<file path="src/rtl/rr_arbiter_4ch_encoded.sv">
// Round-robin arbiter for 4 requesters: registered one-hot grant plus 2-bit index, one dead cycle between grants.
// Optional forced release after MAX_HOLD grant cycles when ARB_TIMEOUT_EN is defined.
module rr_arbiter_4ch_encoded #(
  parameter int MAX_HOLD = 8,
  parameter int CNT_W    = 8
) (
  input  logic       clk,
  input  logic       rst_n,
  input  logic [3:0] req,
  input  logic       done,
  output logic [3:0] gnt,
  output logic [1:0] gnt_idx,
  output logic       gnt_valid,
  output logic       timeout
);

  typedef enum logic [1:0] {IDLE, GRANT, RELEASE} state_t;

  state_t     state, state_nxt;
  logic [1:0] last_ptr, last_ptr_nxt;
  logic [1:0] gnt_idx_nxt;
  logic [3:0] gnt_nxt;
  logic       timeout_nxt;
  logic [1:0] winner, cand;
  logic       found;
  logic       release_req;
  logic       expire;

  if (MAX_HOLD < 2 || MAX_HOLD > 255 || (2 ** CNT_W) <= MAX_HOLD) begin : g_bad_cfg
    $error("rr_arbiter_4ch_encoded: illegal MAX_HOLD/CNT_W combination");
  end

  // Scan upward from the slot after the last winner, wrapping 3->0.
  always_comb begin
    winner = last_ptr;
    found  = 1'b0;
    cand   = last_ptr;
    for (int k = 1; k <= 4; k++) begin
      cand = last_ptr + 2'(k);
      if (!found && req[cand]) begin
        winner = cand;
        found  = 1'b1;
      end
    end
  end

  assign release_req = done || !req[gnt_idx];

`ifdef ARB_TIMEOUT_EN
  logic [CNT_W-1:0] hold_cnt;

  always_ff @(posedge clk or negedge rst_n) begin
    if (!rst_n) begin
      hold_cnt <= '0;
    end else if (state != GRANT) begin
      hold_cnt <= '0;
    end else if (hold_cnt != CNT_W'(MAX_HOLD)) begin
      hold_cnt <= hold_cnt + CNT_W'(1);
    end
  end

  assign expire = (hold_cnt == CNT_W'(MAX_HOLD - 1));
`else
  assign expire = 1'b0;
`endif

  always_comb begin
    state_nxt    = state;
    gnt_nxt      = gnt;
    gnt_idx_nxt  = gnt_idx;
    last_ptr_nxt = last_ptr;
    timeout_nxt  = 1'b0;
    case (state)
      IDLE: begin
        if (found) begin
          gnt_nxt      = 4'b0001 << winner;
          gnt_idx_nxt  = winner;
          last_ptr_nxt = winner;
          state_nxt    = GRANT;
        end
      end
      GRANT: begin
        // A genuine release wins over expiry, so timeout only flags forced drops.
        if (release_req || expire) begin
          gnt_nxt     = 4'b0000;
          timeout_nxt = !release_req && expire;
          state_nxt   = RELEASE;
        end
      end
      RELEASE: begin
        gnt_nxt   = 4'b0000;
        state_nxt = IDLE;
      end
      default: begin
        gnt_nxt   = 4'b0000;
        state_nxt = IDLE;
      end
    endcase
  end

  always_ff @(posedge clk or negedge rst_n) begin
    if (!rst_n) begin
      state    <= IDLE;
      gnt      <= 4'b0000;
      gnt_idx  <= 2'd0;
      last_ptr <= 2'd3;
      timeout  <= 1'b0;
    end else begin
      state    <= state_nxt;
      gnt      <= gnt_nxt;
      gnt_idx  <= gnt_idx_nxt;
      last_ptr <= last_ptr_nxt;
      timeout  <= timeout_nxt;
    end
  end

  assign gnt_valid = |gnt;

endmodule
</file>
<file path="config.mk">
export PLATFORM = sky130hd
export DESIGN_NAME = rr_arbiter_4ch_encoded
export DESIGN_NICKNAME = d
export VERILOG_FILES = /design/src/rtl/rr_arbiter_4ch_encoded.sv
export SDC_FILE = /design/constraint.sdc
export NUM_CORES = 1
export LEC_CHECK = 0
export CAP_MARGIN = 20
export CORE_AREA = 2 2 44 46
export CTS_BUF_LIST = sky130_fd_sc_hd__clkbuf_8
export CTS_CLUSTER_DIAMETER = 30
export DETAILED_ROUTE_END_ITERATION = 12
export DIE_AREA = 0 0 46 48
export PLACE_DENSITY = 0.57
export SLEW_MARGIN = 10
export SYNTH_ARGS = -nofsm -noshare
export SYNTH_HDL_FRONTEND = slang
export SYNTH_SLANG_ARGS = --single-unit
</file>
<file path="constraint.sdc">
create_clock -name clk -period 2.8 [get_ports clk]
set_clock_uncertainty 0.1 [all_clocks]
set_input_delay 0.56 -clock clk [delete_from_list [all_inputs] [get_ports clk]]
set_output_delay 0.56 -clock clk [all_outputs]
set_load 0.01 [all_outputs]
</file>
Word level (Yosys, flattened, before mapping)
Cells that the tools add are included.
- flip-flop bits (word level): 10
- bits of input ports: 7
- output and inout port bits: 8
- add/subtract/negate cells: 3
- $lt $le $gt $ge: 5
- equal/unequal tests: 3
- shift operators: 1
- muxes and demuxes: 24
- reductions and logical operators: 12
- operators with widths (operator ; count):
    $lt A2 B3 Y1 const B ; 5
    $mux W2 ; 6
    $bmux W1 S2 ; 5
    $mux W1 ; 9
    $mux W4 ; 2
    $pmux W4 S2 ; 1
    $add A2 B2 Y2 const B ; 2
    $logic_not A1 Y1 ; 4
    $ne A2 B2 Y1 const B ; 2
    $pmux W2 S2 ; 1
    $reduce_and A2 Y1 ; 2
    $reduce_or A4 Y1 ; 1
    $shl A1 B2 Y4 const A ; 1
    $logic_and A1 B1 Y1 ; 3
    $add A2 B1 Y2 const B ; 1
    $eq A2 B1 Y1 const B ; 1
    $logic_not A2 Y1 ; 1
    $logic_or A1 B1 Y1 ; 1

Longest topological paths before layout
- depth in word-level cells: 16
- gate-level depth with buffers: 4
- gate-level depth less buffers: 4

Worst setup path after synthesis
OpenSTA, ideal clock, no wires.
- path kind: flip-flop to output port
- start: register gnt[1]
- end: output gnt_valid
- arrival: 0.981 ns
- setup slack: 1.159 ns
- cell stages (with the launch flop): 2
- buffers on the path: 0
- cell sequence: dfrtp_1 -> or4_1
- word-level cells in the longest chain between the ends: 1
- RTL lines (element ; RTL line ; RTL):
    from (decl) ; 11 ; output logic [3:0] gnt,
    from (signal assigned) ; 110 ; gnt <= gnt_nxt;
    $reduce_or A4 Y1 ; 117 ; assign gnt_valid = |gnt;
    to (decl) ; 13 ; output logic gnt_valid,
Every way passes these cells.

Worst setup path in the final report
Same ends and word-level chain as after synthesis.

==> flow_summary.ini <==
[die]
coreArea_um2 = 1690
start_util_pct = 34.8
die_x_um = 46
ios = 15
rows = 15
dieArea_um2 = 2210
fp.dieH_um = 48

[clock_network]
cts_max_level = 1
clk_pin_slew_ns = 0.05
ctsResizeCount = 0
clk_latency_ns = 0.23
cts_buffers = 3
tritoncts = done
cts_hold_buf = 0
clock-sinks = 10
post-cts-setup-buffers = 0
root_buffer = clkbuf_8
cts.path.max_buffers = 2

[finish]
areaGrowthSynthToFinish_pct = 32.1
layout_commonest_cell = clkdlybuf4s50_1
n_antenna_cell = 0
final_cell_mix = clkdlybuf4s50_1, dfrtp_1
nets = 74
drive_gt1_share_pct = 25.8

[worst_setup_path]
endpoint_kind = output port
critPathLaunchType = register
crit_type = reg -> out
critPathRequiredTime_ns = 2.14
cp_data_arrival_time_ns = 1.63
critical_path_peak_fanout = 3

[routing]
drt-wirelength-per-cell_um = 13.6
drt_iter0_drc = 2
vias = 455
routed_wl_um = 1130
viasPerCell = 5.48
drc_errors = 0
drtAntennaViolNets = 0
dr.pass1.iters = 5

[power]
peakVddDrop_uv = 617
power_density_nw_per_um2 = 1140
leakagePower_nw = 0.325
total_power_mw = 0.889

[synthesis]
synth_area_leaders = dfrtp_1, dfstp_2, mux2_4, a32o_2, o21a_1
yosys_warnings = 0
netlist_instances = 50
synth_cell_type_count = 29
ys_seq_elements = 10
synth_top_cell_area_share_pct = 34.0
seq_area_frac_synth_pct = 43.0
netlist_area_um2 = 588
synth_fp_nets = 57
syn_avg_cell_area_um2 = 11.8
synth_area_leader_cell = dfrtp_1

[grt]
grt_max_degree = 11
grt_pass1_wl_um = 1890
antenna_found_initial = 0
grt-ovfl-total = 0
grt_pass1_vias = 436
grtUsageTotal_pct = 12.4

[place]
portBuffers = 13
place_congestion = 0.698

[sta]
finalCritPeriodShare_pct = 81.8
setup_tns_ns = 0
slew_violations = 0
setup_viol = 0
min_period_ns = 2.29
rsz0062_at_grt = no
hold_viol = 0
fmax_mhz = 437

[outcome]
status = finished clean

[flow_run]
drv_cap = 0

[worst_hold_path]
hold_path_class = reg -> reg
## logic make-up after synthesis
logic type	after synthesis	share of synthesized area (%)
AO/OA/AOI/OAI	15	19.8
buffers and inverters	1	1.28
flip-flops	10	43.0
multiplexers	5	11.3
other	1	0.638
AND/OR/NAND/NOR	18	24.0
## path summary, 6_finish.rpt
| kind | startpoint | endpoint | slack [ns] | cells past startpoint |
|---|---|---|---|---|
| min in group asynchronous | rst_n | gnt[2]$_DFFE_PN0P_ | 0.55 | 1 |
| max in group asynchronous | rst_n | last_ptr[1]$_DFFE_PN1P_ | 1.71 | 1 |
| hold reg to reg | gnt[2]$_DFFE_PN0P_ | gnt[2]$_DFFE_PN0P_ | 0.41 | 1 |
| hold / removal | gnt[2]$_DFFE_PN0P_ | gnt[2]$_DFFE_PN0P_ | 0.41 | 1 |
| setup / recovery | gnt[1]$_DFFE_PN0P_ | gnt_valid | 0.51 | 2 |
| setup reg to reg | last_ptr[0]$_DFFE_PN1P_ | gnt[3]$_DFFE_PN0P_ | 1.24 | 4 |
## cell type report
cell class                      instances  area (um^2)
Multi-Input combinational cell         39          328
Sequential cell                        10          253
Tap cell                               17         21.3
Timing Repair Buffer                   13          130
Clock buffer                            3         41.3
Clock inverter                          1         3.75
Fill cell                             163          912
## synthesized netlist by cell type
library cell	n
a21o_1	1
a21oi_1	1
a21oi_2	1
a22oi_2	1
a32o_2	2
and3b_1	1
buf_4	1
conb_1	1
dfrtp_1	8
dfstp_2	2
mux2_2	1
mux2_4	3
mux2i_1	1
nand2_1	1
nand2b_1	2
nand2b_2	1
nand3_1	1
nand4_2	1
nor2_1	3
nor2b_1	2
nor3_4	1
nor3b_1	2
nor4_4	1
o21a_1	3
o21ai_0	3
o21ai_1	1
o2bb2ai_1	2
or2_1	1
or4_1	1
## critical path, stage by stage (launching register included)
cell	delay [ns]
dfrtp_1	0.39
or4_1	0.51
clkdlybuf4s50_1	0.49
## routing by layer
metal	global-route usage (%)	wire, um	vias up
li1	-	-	220
met1	17.7	572	208
met2	16.9	458	21
met3	2.26	79	6
met4	8.57	23	0
met5	0	0	-
## flip-flops by register name (all words and copies together) (netlist names)
register	cells
gnt	4
last_ptr	2
gnt_idx	2
state	2
## per-stage QoR
stage / instance area, um^2 / utilization, % / cells / hold WS (ns) / setup WS [ns]
2_1_floorplan: 588 / - / 50 / 0.164 / 1.16
3_3_place_gp: 732 / 43.3 / 79 / 0.414 / 0.584
3_5_place_dp: 732 / 43.3 / 79 / 0.398 / 0.567
4_1_cts: 777 / 46.0 / 83 / 0.417 / 0.506
5_1_grt: 777 / 46.0 / 83 / 0.447 / 0.474
6_report: 777 / 46.0 / 83 / 0.409 / 0.511
## where the power goes
part           internal [mW]  switching [mW]
clock                 0.0954          0.0501
sequential             0.227          0.0786
combinational          0.263           0.176
total                  0.585           0.304
(Power assumes the default switching activity.)
